**config.mk**
```make
export PLATFORM = sky130hd
export DESIGN_NAME = mem_port_arbiter_flat
export DESIGN_NICKNAME = d
export VERILOG_FILES = /design/src/rtl/mem_port_if.sv /design/src/rtl/mem_port_arbiter.sv /design/src/flat_wrapper.sv
export SDC_FILE = /design/constraint.sdc
export NUM_CORES = 1
export LEC_CHECK = 0
export CAP_MARGIN = 10
export CORE_MARGIN = 2
export CORE_UTILIZATION = 45
export CTS_BUF_LIST = sky130_fd_sc_hd__clkbuf_4
export CTS_CLUSTER_DIAMETER = 30
export DETAILED_ROUTE_END_ITERATION = 7
export GPL_TIMING_DRIVEN = 0
export PLACE_DENSITY = 0.87
export REMOVE_ABC_BUFFERS = 1
export SLEW_MARGIN = 20
export SYNTH_ARGS = -nofsm -noshare
export SYNTH_HDL_FRONTEND = slang
export SYNTH_SLANG_ARGS = --single-unit
```
**constraint.sdc**
```tcl
create_clock -name clk -period 3.8 [get_ports clk]
set_input_delay 0.95 -clock clk [delete_from_list [all_inputs] [get_ports clk]]
set_output_delay 0.95 -clock clk [all_outputs]
set_load 0.03 [all_outputs]
```
**src/rtl/mem_port_if.sv**
```systemverilog
// mem_port_if: one requester's handshake to the memory port arbiter
interface mem_port_if #(
  parameter int ADDR_W = 5,
  parameter int DATA_W = 8
);
  logic              req;
  logic              we;
  logic [ADDR_W-1:0] addr;
  logic [DATA_W-1:0] wdata;
  logic              ack;
  logic [DATA_W-1:0] rdata;
  modport master (output req, we, addr, wdata, input ack, rdata);
  modport slave  (input req, we, addr, wdata, output ack, rdata);
endinterface

```
**src/rtl/mem_port_arbiter.sv**
```systemverilog
// mem_port_arbiter: shares one single-port memory between two requesters
module mem_port_arbiter #(
  parameter int ADDR_W     = 5,
  parameter int DATA_W     = 8,
  parameter bit FIXED_PRIO = 1'b0
) (
  input  logic              clk,
  input  logic              rst_n,
  mem_port_if.slave         p0,
  mem_port_if.slave         p1,
  output logic [ADDR_W-1:0] mem_address,
  output logic [DATA_W-1:0] mem_write_data,
  output logic              mem_write_sig,
  input  logic [DATA_W-1:0] mem_read_data,
  output logic              busy,
  output logic              grant_id
);
  localparam logic [1:0] IDLE   = 2'd0;
  localparam logic [1:0] ACCESS = 2'd1;
  localparam logic [1:0] DONE   = 2'd2;
  logic [1:0] state;
  logic       last_grant;
  logic       any_req;
  logic       pick;
  always_comb begin
    any_req = p0.req | p1.req;
    pick    = (p0.req && p1.req) ? (FIXED_PRIO ? 1'b0 : ~last_grant) : p1.req;
  end
  assign busy = state != IDLE;
  // mem_write_sig doubles as the latched write enable while in ACCESS
  always_ff @(posedge clk or negedge rst_n) begin
    if (!rst_n) begin
      state          <= IDLE;
      last_grant     <= 1'b1;
      grant_id       <= 1'b0;
      mem_address    <= '0;
      mem_write_data <= '0;
      mem_write_sig  <= 1'b0;
      p0.ack         <= 1'b0;
      p1.ack         <= 1'b0;
      p0.rdata       <= '0;
      p1.rdata       <= '0;
    end else begin
      mem_write_sig <= 1'b0;
      p0.ack        <= 1'b0;
      p1.ack        <= 1'b0;
      if (state == IDLE && any_req) begin
        state          <= ACCESS;
        grant_id       <= pick;
        last_grant     <= pick;
        mem_address    <= pick ? p1.addr : p0.addr;
        mem_write_data <= pick ? p1.wdata : p0.wdata;
        mem_write_sig  <= pick ? p1.we : p0.we;
      end else if (state == ACCESS) begin
        state <= DONE;
        if (!mem_write_sig && grant_id) p1.rdata <= mem_read_data;
        if (!mem_write_sig && !grant_id) p0.rdata <= mem_read_data;
        p0.ack <= ~grant_id;
        p1.ack <= grant_id;
      end else begin
        state <= IDLE;
      end
    end
  end
endmodule

```
**src/flat_wrapper.sv**
```systemverilog
// flat-port wrapper written by rule: the top's interface ports become plain ports
module mem_port_arbiter_flat 
#(
  parameter int ADDR_W     = 5,
  parameter int DATA_W     = 8,
  parameter bit FIXED_PRIO = 1'b0
)
  (clk, rst_n, mem_address, mem_write_data, mem_write_sig, mem_read_data, busy, grant_id, p0_req, p0_we, p0_addr, p0_wdata, p0_ack, p0_rdata, p1_req, p1_we, p1_addr, p1_wdata, p1_ack, p1_rdata);
  mem_port_if #(.ADDR_W(ADDR_W), .DATA_W(DATA_W)) p0_i ();
  mem_port_if #(.ADDR_W(ADDR_W), .DATA_W(DATA_W)) p1_i ();
  input  logic clk;
  input  logic rst_n;
  output logic [ADDR_W-1:0] mem_address;
  output logic [DATA_W-1:0] mem_write_data;
  output logic mem_write_sig;
  input  logic [DATA_W-1:0] mem_read_data;
  output logic busy;
  output logic grant_id;
  input wire logic [$bits(p0_i.req)-1:0] p0_req;
  input wire logic [$bits(p0_i.we)-1:0] p0_we;
  input wire logic [$bits(p0_i.addr)-1:0] p0_addr;
  input wire logic [$bits(p0_i.wdata)-1:0] p0_wdata;
  output wire logic [$bits(p0_i.ack)-1:0] p0_ack;
  output wire logic [$bits(p0_i.rdata)-1:0] p0_rdata;
  input wire logic [$bits(p1_i.req)-1:0] p1_req;
  input wire logic [$bits(p1_i.we)-1:0] p1_we;
  input wire logic [$bits(p1_i.addr)-1:0] p1_addr;
  input wire logic [$bits(p1_i.wdata)-1:0] p1_wdata;
  output wire logic [$bits(p1_i.ack)-1:0] p1_ack;
  output wire logic [$bits(p1_i.rdata)-1:0] p1_rdata;
  assign p0_i.req = p0_req;
  assign p0_i.we = p0_we;
  assign p0_i.addr = p0_addr;
  assign p0_i.wdata = p0_wdata;
  assign p0_ack = p0_i.ack;
  assign p0_rdata = p0_i.rdata;
  assign p1_i.req = p1_req;
  assign p1_i.we = p1_we;
  assign p1_i.addr = p1_addr;
  assign p1_i.wdata = p1_wdata;
  assign p1_ack = p1_i.ack;
  assign p1_rdata = p1_i.rdata;
  mem_port_arbiter #(.ADDR_W(ADDR_W), .DATA_W(DATA_W), .FIXED_PRIO(FIXED_PRIO)) u_core (.clk(clk), .rst_n(rst_n), .p0(p0_i), .p1(p1_i), .mem_address(mem_address), .mem_write_data(mem_write_data), .mem_write_sig(mem_write_sig), .mem_read_data(mem_read_data), .busy(busy), .grant_id(grant_id));
endmodule
```
# After elaboration in Yosys (flattened, before gate mapping)
# Index checks and enable logic that the tools add are counted.
# word_totals
ff_bits,36
input_bits,40
out_inout_bits,34
elab_cells,36
# classes
n_eq_ne,1
mux,11
bitwise_logic,4
n_reduce_logical,10
# ops
operator,n
8-bit two-way mux,1
1-bit two-way mux,7
3-bit AND reduction,2
5-bit two-way mux,1
1-bit logical AND,4
2-bit two-way mux,2
1-bit inverter,3
2-bit by 1-bit == test with 1-bit output (second input constant),1
1-bit logical NOT,2
2-bit logical NOT,1
2-bit nonzero test,1
1-bit bitwise OR,1

# Longest topological paths before layout
# logic_depth
ltp_word,4
mapped_depth,6
depth_no_buf,4

# Worst setup path before layout
# No wires, ideal clock.
# synth_path
path_type,reg2out
start,reg u_core.state[0]
end,out busy
t_arrival_ps,1050
required_ps,2850
path_slack_ps,1800
stages_incl_launch_ff,4
n_path_buf,1
path_cell_list,dfrtp_1 nor2_2 buf_2 inv_1
# synth_via
elab_chain_cells,1
# synth_lines
item,line,rtl
"start, declared",mem_port_arbiter.sv:21,logic [1:0] state;
"start signal, assigned",mem_port_arbiter.sv:33,state <= IDLE;
"start signal, assigned",mem_port_arbiter.sv:48,state <= ACCESS;
"start signal, assigned",mem_port_arbiter.sv:55,state <= DONE;
2-bit nonzero test,mem_port_arbiter.sv:29,assign busy = state != IDLE;
"end, declared",flat_wrapper.sv:17,output logic busy;
# Every way passes these cells.

# Worst setup path in the final report
# Ends and elaborated chain as after synthesis.

==> run metrics <==
worst r2r src=u_core.state[0]; core area=3340 um2; skew final=0.0110 ns; WL/cell=around 14 um; global-route wire length before repair=6.16 mm; Root Buffer=clkbuf_4; CTS tree=yes; Leak=1.01 nW; Residual DRC=0; pin count of the biggest net entering global routing=20; FP Rows=21; vias in the first global route=1,293; TritonCTS buffer count=5; I/O Pins=74; Distinct cells, synth=23; endpoints failing hold=0; final net count=244; Seq/Total Area, Yosys=58.1%; max-cap check violation count=0; post-DP HPWL=approximately 2.7 mm; initial cell density of the core=a little under half; Die X=62.8 um; setup TNS=0 ns; RSZ-0062 raised after global routing=false; PwrDens=915 nW/um2; antenna cells=0; Synth Instances=130; final wirelength=3.51 mm; CTS Sinks=36; # H-tree levels=2; VDD IR-drop max=0.000475 V; Area Growth Syn to Fin=53.7%; drt pass-1 iters=4; initial antenna violation count=0; Total GRT Usage=20.4%; fmax=335 MHz; # port buffers=73; Syn Area/Cell=12.0 um2; fin crit share=78.5%; vias per inst=5.10; Detail Route Antenna Nets=0; outcome=complete, no violations; critical path endpoint category=primary output; critical path peak fanout=18; Slew Limit Fails=0; grt total ovfl=0; Final min period=2.98 ns; Power Total=2.19 mW; # setup viols final=0; worst path required time=about 2.9 ns; gpl congestion=around 0.70; CP Class=register to primary output; hold_buf cts=0; die area=3940 um2; hold path cells=1; synthesized area=1550 um2; CP startpoint kind=register; Worst Setup SP=u_core.state[0]; worst skew pair latency=0.34 ns; # Post-CTS Setup Buffers=0; WP data arrival=2.03 ns; R2R cell count=4; synth warn=0; First DRT Iteration DRCs=62; Clock Path Buffers=2; layout cells sized above 1=17.6%; hold wc startpoint=u_core.p0.rdata[2]; Rel. slew slack=about half; total number of vias=1,280; die height=62.8 um; Worst Tran Pin Value=~0.76 ns; Reg clk slew, reported paths=approximately 0.1 ns; #FFs+latches synth=36; Post-CTS Resized=0; worst min path class=register to register
path summary, 6_finish.rpt:
kind | slack, ns | endpoint
setup / recovery | 0.82 | busy
hold / removal | 0.51 | u_core.p0.rdata[2]
setup reg to reg | 2.20 | u_core.mem_write_data[0]
hold reg to reg | 0.51 | u_core.p0.rdata[2]
max in group asynchronous | 2.79 | u_core.p0.rdata[0]
min in group asynchronous | 0.55 | u_core.state[1]
cell type report:
| class | count | area, um2 |
|---|---|---|
| Fill cell | 235 | 948 |
| Timing Repair Buffer | 74 | 753 |
| Sequential cell | 36 | 902 |
| Inverter | 3 | 11.3 |
| Multi-Input combinational cell | 84 | 584 |
| Clock inverter | 2 | 35.0 |
| Tap cell | 46 | 57.6 |
| Clock buffer | 6 | 45.0 |
flip-flops by register name (all words and copies together), names as in the netlist:
signal	flops
u_core.p1.rdata	8
u_core.mem_write_sig	1
u_core.p0.ack	1
u_core.p1.ack	1
u_core.p0.rdata	8
u_core.mem_address	5
u_core.last_grant	1
u_core.state	2
u_core.mem_write_data	8
u_core.grant_id	1
metrics by stage:
| stage | utilization [%] | area, um2 | setup WS, ns | instances | hold WS [ns] |
|---|---|---|---|---|---|
| 5_1_grt | 71.6 | 2390 | 0.671 | 251 | 0.526 |
| 3_5_place_dp | 69.2 | 2310 | 1.05 | 243 | 0.493 |
| 4_1_cts | 71.6 | 2390 | 0.798 | 251 | 0.518 |
| 6_report | 71.6 | 2390 | 0.816 | 251 | 0.512 |
| 3_3_place_gp | 68.5 | 2290 | 1.11 | 242 | 0.489 |
| 2_1_floorplan | - | 1500 | 1.75 | 123 | 0.517 |
power by group:
| group | switching, mW | leakage (nW) | internal (mW) |
|---|---|---|---|
| Combinational | 0.663 | 0.545 | 0.557 |
| Sequential | 0.123 | 0.423 | 0.579 |
| Clock | 0.120 | 0.0456 | 0.145 |
| Total | 0.906 | 1.01 | 1.28 |
cells in the mapped netlist:
cell / number / share of area [%]
a21bo_2: 1 / 0.64
a21boi_2: 1 / 0.72
a21oi_1: 15 / 4.8
a22o_2: 1 / 0.64
a31oi_1: 14 / 5.6
and3b_1: 1 / 0.56
buf_12: 1 / 1.3
buf_2: 5 / 1.6
buf_6: 1 / 0.72
dfrtp_1: 35 / 56
dfstp_2: 1 / 1.7
inv_1: 2 / 0.48
inv_2: 1 / 0.24
mux2_2: 8 / 5.8
mux2_4: 8 / 7.7
nand2_1: 28 / 6.8
nand2_2: 1 / 0.40
nand2b_4: 1 / 0.89
nor2_1: 1 / 0.24
nor2_2: 1 / 0.40
nor2b_4: 1 / 0.89
nor3_4: 1 / 1.0
or2_0: 1 / 0.40
critical path: stages (launching register included):
cell             delay [ns]
dfrtp_1                0.43
nor2_2                 0.56
inv_1                  0.09
clkdlybuf4s50_1        0.61
cell families after synthesis:
| group | synth area share, % |
|---|---|
| compound gates | 12.5 |
| buf+inv | 4.35 |
| flops | 58.1 |
| mux | 13.5 |
| simple gates | 11.6 |
cells in the final DEF (no fill, tap or decap), drive strengths merged, types with 2 or more instances in the layout:
cell and instances:
buf 2, nand2 29, nor2 2, mux2 16, clkbuf 6, a31oi 14
dfrtp 35, inv 3, a21oi 15, clkdlybuf4s50 72
per-layer routing:
layer / routed length (um) / vias to the layer above / global-route usage, % / share of wire (%)
met5: 0 / - / 0 / 0
met4: 63 / 0 / 7.50 / 1.8
met3: 385 / 8 / 8.65 / 11
met2: 1600 / 93 / 33.2 / 46
met1: 1460 / 576 / 24.3 / 42
li1: - / 603 / - / -
Power figures use the tool's default switching activity.
